### src/rtl/door_wait_timer_if.sv
// door_wait_timer_if
//   Bundles the control and status signals of the door wait timer.
//   master : the floor FSM / door-sensor side (drives requests, reads status)
//   slave  : the timer itself
//   Requests : tick_en, start, cfg_time, extend, hold, skip, abort, ack
//   Status   : busy, done, check_pulse, remaining, ext_limit
interface door_wait_timer_if #(
    parameter int CNT_W = 8
);
    logic             tick_en;
    logic             start;
    logic [CNT_W-1:0] cfg_time;
    logic             extend;
    logic             hold;
    logic             skip;
    logic             abort;
    logic             ack;
    logic             busy;
    logic             done;
    logic             check_pulse;
    logic [CNT_W-1:0] remaining;
    logic             ext_limit;

    modport master (
        output tick_en, start, cfg_time, extend, hold, skip, abort, ack,
        input  busy, done, check_pulse, remaining, ext_limit
    );

    modport slave (
        input  tick_en, start, cfg_time, extend, hold, skip, abort, ack,
        output busy, done, check_pulse, remaining, ext_limit
    );
endinterface

### src/rtl/door_wait_timer.sv
// door_wait_timer
//   Times door-open / dwell intervals for the elevator controller.
//   The interval is cfg_time (latched at start) or DEF_TIME when cfg_time is 0.
//   Counting advances only on tick_en cycles and can be frozen (hold),
//   reloaded a bounded number of times (extend), forced to expire (skip) or
//   cancelled (abort). done is a level held until ack / abort / restart.
// Ports
//   clk   : system clock, rising edge
//   rst_n : synchronous active-low reset
//   bus   : door_wait_timer_if.slave (requests in, status out)
module door_wait_timer #(
    parameter int CNT_W      = 8,
    parameter int DEF_TIME   = 5,
    parameter int CHECK_LEAD = 1,
    parameter int MAX_EXTEND = 3
) (
    input  logic              clk,
    input  logic              rst_n,
    door_wait_timer_if.slave  bus
);
    localparam int EXT_W = (MAX_EXTEND > 0) ? $clog2(MAX_EXTEND + 1) : 1;
    localparam logic [CNT_W-1:0] DEF_VAL  = CNT_W'(DEF_TIME);
    localparam logic [CNT_W-1:0] LEAD_VAL = CNT_W'(CHECK_LEAD);
    localparam logic [EXT_W-1:0] EXT_MAX  = EXT_W'(MAX_EXTEND);

    typedef enum logic [1:0] {S_IDLE, S_COUNT, S_DONE} state_t;

    state_t           state_reg;
    logic [CNT_W-1:0] remaining_reg;
    logic [CNT_W-1:0] load_val_reg;
    logic [EXT_W-1:0] ext_cnt_reg;
    logic             check_pulse_reg;
    logic             ext_limit_reg;

    logic [CNT_W-1:0] start_val;
    logic [CNT_W-1:0] rem_dec;
    logic             ext_ok;

    assign start_val = (bus.cfg_time == '0) ? DEF_VAL : bus.cfg_time;
    assign rem_dec   = remaining_reg - CNT_W'(1);
    // With MAX_EXTEND=0, EXT_MAX is 0 and no extend is ever accepted.
    assign ext_ok    = bus.extend && (ext_cnt_reg < EXT_MAX);

    always_ff @(posedge clk) begin
        if (!rst_n) begin
            state_reg       <= S_IDLE;
            remaining_reg   <= '0;
            load_val_reg    <= '0;
            ext_cnt_reg     <= '0;
            check_pulse_reg <= 1'b0;
            ext_limit_reg   <= 1'b0;
        end else begin
            check_pulse_reg <= 1'b0;
            case (state_reg)
                S_IDLE: begin
                    if (bus.start) begin
                        load_val_reg  <= start_val;
                        remaining_reg <= start_val;
                        ext_cnt_reg   <= '0;
                        ext_limit_reg <= 1'b0;
                        state_reg     <= S_COUNT;
                    end
                end
                S_COUNT: begin
                    if (bus.abort) begin
                        remaining_reg <= '0;
                        state_reg     <= S_IDLE;
                    end else if (bus.skip) begin
                        remaining_reg <= '0;
                        state_reg     <= S_DONE;
                    end else if (ext_ok) begin
                        remaining_reg <= load_val_reg;
                        ext_cnt_reg   <= ext_cnt_reg + EXT_W'(1);
                    end else begin
                        // A refused extend is recorded, then the cycle behaves
                        // as if extend were low.
                        if (bus.extend)
                            ext_limit_reg <= 1'b1;
                        if (!bus.hold && bus.tick_en) begin
                            if (remaining_reg <= CNT_W'(1)) begin
                                remaining_reg <= '0;
                                state_reg     <= S_DONE;
                            end else begin
                                remaining_reg <= rem_dec;
                                if ((CHECK_LEAD != 0) && (rem_dec == LEAD_VAL))
                                    check_pulse_reg <= 1'b1;
                            end
                        end
                    end
                end
                S_DONE: begin
                    if (bus.abort) begin
                        remaining_reg <= '0;
                        state_reg     <= S_IDLE;
                    end else if (bus.start) begin
                        load_val_reg  <= start_val;
                        remaining_reg <= start_val;
                        ext_cnt_reg   <= '0;
                        ext_limit_reg <= 1'b0;
                        state_reg     <= S_COUNT;
                    end else if (ext_ok) begin
                        // Door re-open after expiry: run the full interval again.
                        remaining_reg <= load_val_reg;
                        ext_cnt_reg   <= ext_cnt_reg + EXT_W'(1);
                        state_reg     <= S_COUNT;
                    end else if (bus.extend) begin
                        ext_limit_reg <= 1'b1;
                    end else if (bus.ack) begin
                        state_reg     <= S_IDLE;
                    end
                end
                default: begin
                    remaining_reg <= '0;
                    state_reg     <= S_IDLE;
                end
            endcase
        end
    end

    assign bus.busy        = (state_reg == S_COUNT);
    assign bus.done        = (state_reg == S_DONE);
    assign bus.check_pulse = check_pulse_reg;
    assign bus.remaining   = remaining_reg;
    assign bus.ext_limit   = ext_limit_reg;
endmodule
### src/flat_wrapper.sv
// flat-port wrapper written by rule: the top's interface ports become plain ports
module door_wait_timer_flat 
#(
    parameter int CNT_W      = 8,
    parameter int DEF_TIME   = 5,
    parameter int CHECK_LEAD = 1,
    parameter int MAX_EXTEND = 3
)
  (clk, rst_n, bus_tick_en, bus_start, bus_cfg_time, bus_extend, bus_hold, bus_skip, bus_abort, bus_ack, bus_busy, bus_done, bus_check_pulse, bus_remaining, bus_ext_limit);
  door_wait_timer_if #(.CNT_W(CNT_W)) bus_i ();
  input  logic clk;
  input  logic rst_n;
  input wire logic [$bits(bus_i.tick_en)-1:0] bus_tick_en;
  input wire logic [$bits(bus_i.start)-1:0] bus_start;
  input wire logic [$bits(bus_i.cfg_time)-1:0] bus_cfg_time;
  input wire logic [$bits(bus_i.extend)-1:0] bus_extend;
  input wire logic [$bits(bus_i.hold)-1:0] bus_hold;
  input wire logic [$bits(bus_i.skip)-1:0] bus_skip;
  input wire logic [$bits(bus_i.abort)-1:0] bus_abort;
  input wire logic [$bits(bus_i.ack)-1:0] bus_ack;
  output wire logic [$bits(bus_i.busy)-1:0] bus_busy;
  output wire logic [$bits(bus_i.done)-1:0] bus_done;
  output wire logic [$bits(bus_i.check_pulse)-1:0] bus_check_pulse;
  output wire logic [$bits(bus_i.remaining)-1:0] bus_remaining;
  output wire logic [$bits(bus_i.ext_limit)-1:0] bus_ext_limit;
  assign bus_i.tick_en = bus_tick_en;
  assign bus_i.start = bus_start;
  assign bus_i.cfg_time = bus_cfg_time;
  assign bus_i.extend = bus_extend;
  assign bus_i.hold = bus_hold;
  assign bus_i.skip = bus_skip;
  assign bus_i.abort = bus_abort;
  assign bus_i.ack = bus_ack;
  assign bus_busy = bus_i.busy;
  assign bus_done = bus_i.done;
  assign bus_check_pulse = bus_i.check_pulse;
  assign bus_remaining = bus_i.remaining;
  assign bus_ext_limit = bus_i.ext_limit;
  door_wait_timer #(.CNT_W(CNT_W), .DEF_TIME(DEF_TIME), .CHECK_LEAD(CHECK_LEAD), .MAX_EXTEND(MAX_EXTEND)) u_core (.clk(clk), .rst_n(rst_n), .bus(bus_i));
endmodule
### config.mk
export PLATFORM = sky130hd
export DESIGN_NAME = door_wait_timer_flat
export DESIGN_NICKNAME = d
export VERILOG_FILES = /design/src/rtl/door_wait_timer_if.sv /design/src/rtl/door_wait_timer.sv /design/src/flat_wrapper.sv
export SDC_FILE = /design/constraint.sdc
export NUM_CORES = 1
export LEC_CHECK = 0
export ABC_CLOCK_PERIOD_IN_PS = 2270
export BUFFER_PORTS_ARGS = -buffer_cell sky130_fd_sc_hd__buf_2
export CORE_UTILIZATION = 54
export CTS_BUF_LIST = sky130_fd_sc_hd__clkbuf_16
export CTS_CLUSTER_SIZE = 10
export DETAILED_ROUTE_END_ITERATION = 8
export PLACE_DENSITY_LB_ADDON = 0.25
export SLEW_MARGIN = 5
export SYNTH_ARGS = -nofsm -noshare
export SYNTH_HDL_FRONTEND = slang
export SYNTH_SLANG_ARGS = --single-unit
export TNS_END_PERCENT = 100
### constraint.sdc
create_clock -name clk -period 2.27 [get_ports clk]
set_input_delay 0.1135 -clock clk [delete_from_list [all_inputs] [get_ports clk]]
set_output_delay 0.1135 -clock clk [all_outputs]
set_load 0.005 [all_outputs]
==> summary.md <==
| Metric | Value |
|---|---|
| Pleak | `approximately 0.00074 uW` |
| Max Freq | `0.4676 GHz` |
| Die width | `52.72 um` |
| Outcome | `completed` |
| Internal power | `828.1 uW` |
| Min-delay worst type | `in -> reg` |
| Final Instance Area | `around 0.0017 mm2` |
| Final worst-path cycle share | `94.22%` |
| Syn_area_per_cell | `8.316 um2` |
| Pwr/cell area | `around 730 mW/mm2` |
| Clock sink count | `22` |
| WL per Instance | `15.33 um` |
| Via count | `1,442` |
| Synth Net Count | `192` |
| Sequential Area | `between 400 and 500 um2` |
| Vias in the first global route | `1,346` |
| Arrival @ worst endpoint | `2.34 ns` |
| Slew Limit Headroom | `~62%` |
| Fillers | `208` |
| Seq pwr share | `38.0%` |
| Clock network power share | `30.3%` |
| Initial DRC Count | `56` |
| H-tree Lvls | `1` |
| CTS buffer count | `3` |
| Diodes inserted | `0` |
| Net Switching | `393.9 uW` |
| Postcts setup bufs | `0` |
| Met1 global-route usage | `between 30% and 40%` |
| Setup TNS | `0 ns` |
| Switching share of power | `32.24%` |
| Detailed Place HPWL | `2.595 mm` |
| Area delta synth->final | `20.00%` |
| CP Class | `reg -> reg` |
| Syn Std Cell Area | `0.001389 mm2` |
| Crit Path Max Fanout | `8` |
| Final setup vio count | `0` |
| Most frequent cells in the layout | `buf_2 (28), dfxtp_1 (22), nor2_1 (17)` |
| Max VDD drop | `between 0.5 and 0.6 mV` |
| Pin count of the biggest net entering global routing | `16` |
| Root buffer cell | `clkbuf_16` |
| GRT busiest layer | `met2` |
| Footprint of the multi-input gates | `898.4 um2` |
| Site Rows | `18` |
| PortBufs | `28` |
| Placed instance area | `0.001574 mm2` |
| Mapped Cells | `167` |
| Most common cell after layout, fill and taps aside | `buf_2` |
| Least-Margin Pin Slew | `~0.56 ns` |
| Pins Over Slew Limit | `0` |
| M3 GR Usage | `5.507%` |
| Met2 Use GR | `45.15%` |
| Seq/Total Area, Yosys | `31.71%` |
| Via density | `6.270` |
| Most used flip-flop cell after synthesis | `dfxtp_1` |
| Seq cells post-synth | `22` |
| Clock skew | `0.001959 ns` |
| DRT Pass-1 Iters | `4` |
| Die height | `52.72 um` |
| Critical path origin | `u_core.state_reg[1]$_SDFFE_PN0P_` |
| Max-cap violation count | `0` |
| Antenna violations before repair | `0` |
| Startpoint types | `register` |
| CTS max path bufs | `2` |
| First-pass GRT wire length | `5.837 mm` |
| Drc violations | `0` |
| Final hold viol count | `0` |
| Grt ovf | `0` |
| Tot GR Track Use | `between 20% and 30%` |
| Async S/R FF share, synth | `0%` |
| Final GP Congestion | `0.8729` |
| Worst setup EP type | `register` |
| Crit path time final | `~2.1 ns` |
| Final WL | `3.527 mm` |
| Yosys warnings | `0` |
| Core region area | `about 0.0025 mm2` |
| Nets | `226` |
| Worst R2R Start | `u_core.state_reg[1]$_SDFFE_PN0P_` |
| Layout cell share with drive strength beyond 1 | `~25%` |
| Min-delay src | `bus_cfg_time[5]` |
| Later-pin clock latency in the skew report | `0.25 ns` |
| RSZ-0062 raised after global routing | `false` |
| Starting density of the core | `56.57%` |
| CTS tree | `built` |
| Count of different cell masters after synthesis | `46` |
| Combinational Power Share | `31.7%` |
| # IOs | `29` |
| EDFF count, synth | `0` |
| Required time of the critical path | `2.47 ns` |
| Detail Route Antenna Nets | `0` |
| CTS clock-pin slew for the worst setup and hold paths | `roughly 0.060 ns` |
| Die area | `0.002779 mm2` |
## worst paths after layout
path	endpoint	slack, ns	cells after the start
setup / recovery	u_core.bus.remaining[4]$_SDFFE_PN0P_	0.13	7
hold / removal	u_core.load_val_reg[5]$_SDFFE_PN0P_	0.13	3
setup reg to reg	u_core.bus.remaining[4]$_SDFFE_PN0P_	0.13	7
hold reg to reg	u_core.load_val_reg[2]$_SDFFE_PN0P_	0.47	2
## kinds of logic (layout without fill, tap and decap cells)
kind of cell | Yosys count | count (layout) | share of synthesized area, %
flip-flops | 22 | 22 | 31.71
buffers and inverters | 13 | 46 | 4.594
AND/OR/NAND/NOR | 60 | 60 | 22.88
adder cells (fa/ha/maj) | 8 | 8 | 7.207
AO/OA/AOI/OAI | 54 | 54 | 26.58
XOR/XNOR | 2 | 2 | 1.261
multiplexers | 8 | 8 | 5.766
## area by class of cell
class / count / area share (%)
inverters: 9 / 2.027
multi-input cells: 132 / 53.90
clock buffers: 3 / 4.505
well taps: 30 / 2.252
repair buffers: 33 / 10.66
clock inverters: 1 / 0.2252
flip-flops and latches: 22 / 26.43
## cells in the mapped netlist (2+ instances only)
cell type / count / area (um2)
o31ai_1: 2 / 15.01
o221ai_1: 3 / 26.28
nand2_1: 10 / 37.54
nor3_1: 6 / 30.03
a221oi_1: 3 / 26.28
dfxtp_1: 22 / 440.4
a31oi_1: 3 / 18.77
nor2_1: 17 / 63.81
nor2b_1: 4 / 25.02
or2_2: 3 / 18.77
nor4_1: 3 / 18.77
or3b_2: 2 / 17.52
mux2i_1: 8 / 80.08
inv_1: 9 / 33.78
a22oi_1: 3 / 22.52
o21ai_0: 12 / 60.06
or4_1: 2 / 15.01
ha_1: 8 / 100.1
nand3_1: 3 / 15.01
a22o_1: 3 / 26.28
a21oi_1: 10 / 50.05
nand2b_1: 4 / 25.02
xnor2_1: 2 / 17.52
a211oi_1: 2 / 15.01
o21ai_1: 2 / 10.01
## power by group through the flow
stage | Combinational, uW | Clock [uW] | Sequential, uW
6_report | 387 | 371 | 464
5_1_grt | 427 | 396 | 469
4_1_cts | 377 | 375 | 463
3_5_place_dp | 371 | 0 | 471
3_3_place_gp | 362 | 0 | 468
2_1_floorplan | 255 | 0 | 467
## through the flow
step	util (%)	worst slack, ns	total power (uW)	hold WS, ns	cells
3_5_place_dp	64.12	0.1096	842.7	0.3908	226
5_1_grt	67.89	0.001671	1292	0.1493	230
6_report	67.89	0.1313	1222	0.1321	230
4_1_cts	67.33	0.07772	1214	0.1290	230
3_3_place_gp	64.12	0.2367	829.5	0.3792	226
2_1_floorplan	-	0.2553	722.1	0.2574	167
## critical path, stage by stage (launching register included)
cell and delay (ns):
dfxtp_1 0.33, inv_1 0.09, ha_1 0.28, or3b_2 0.52, o22ai_1 0.38, a22oi_1 0.18, o31ai_1 0.11, a221o_1 0.18
## repair_timing
action | CTS | global route
hold buffers | 0 | 0
endpoints found under the setup margin | 0 | 4
gates resized for setup | 0 | 3
## routing by layer
layer  wire, um  up-vias
met3        247        6
met1       1574      685
met2       1643       57
met4         62        0
met5          0        -
li1           -      694
Note: power is estimated with default switching activity, not from simulation.
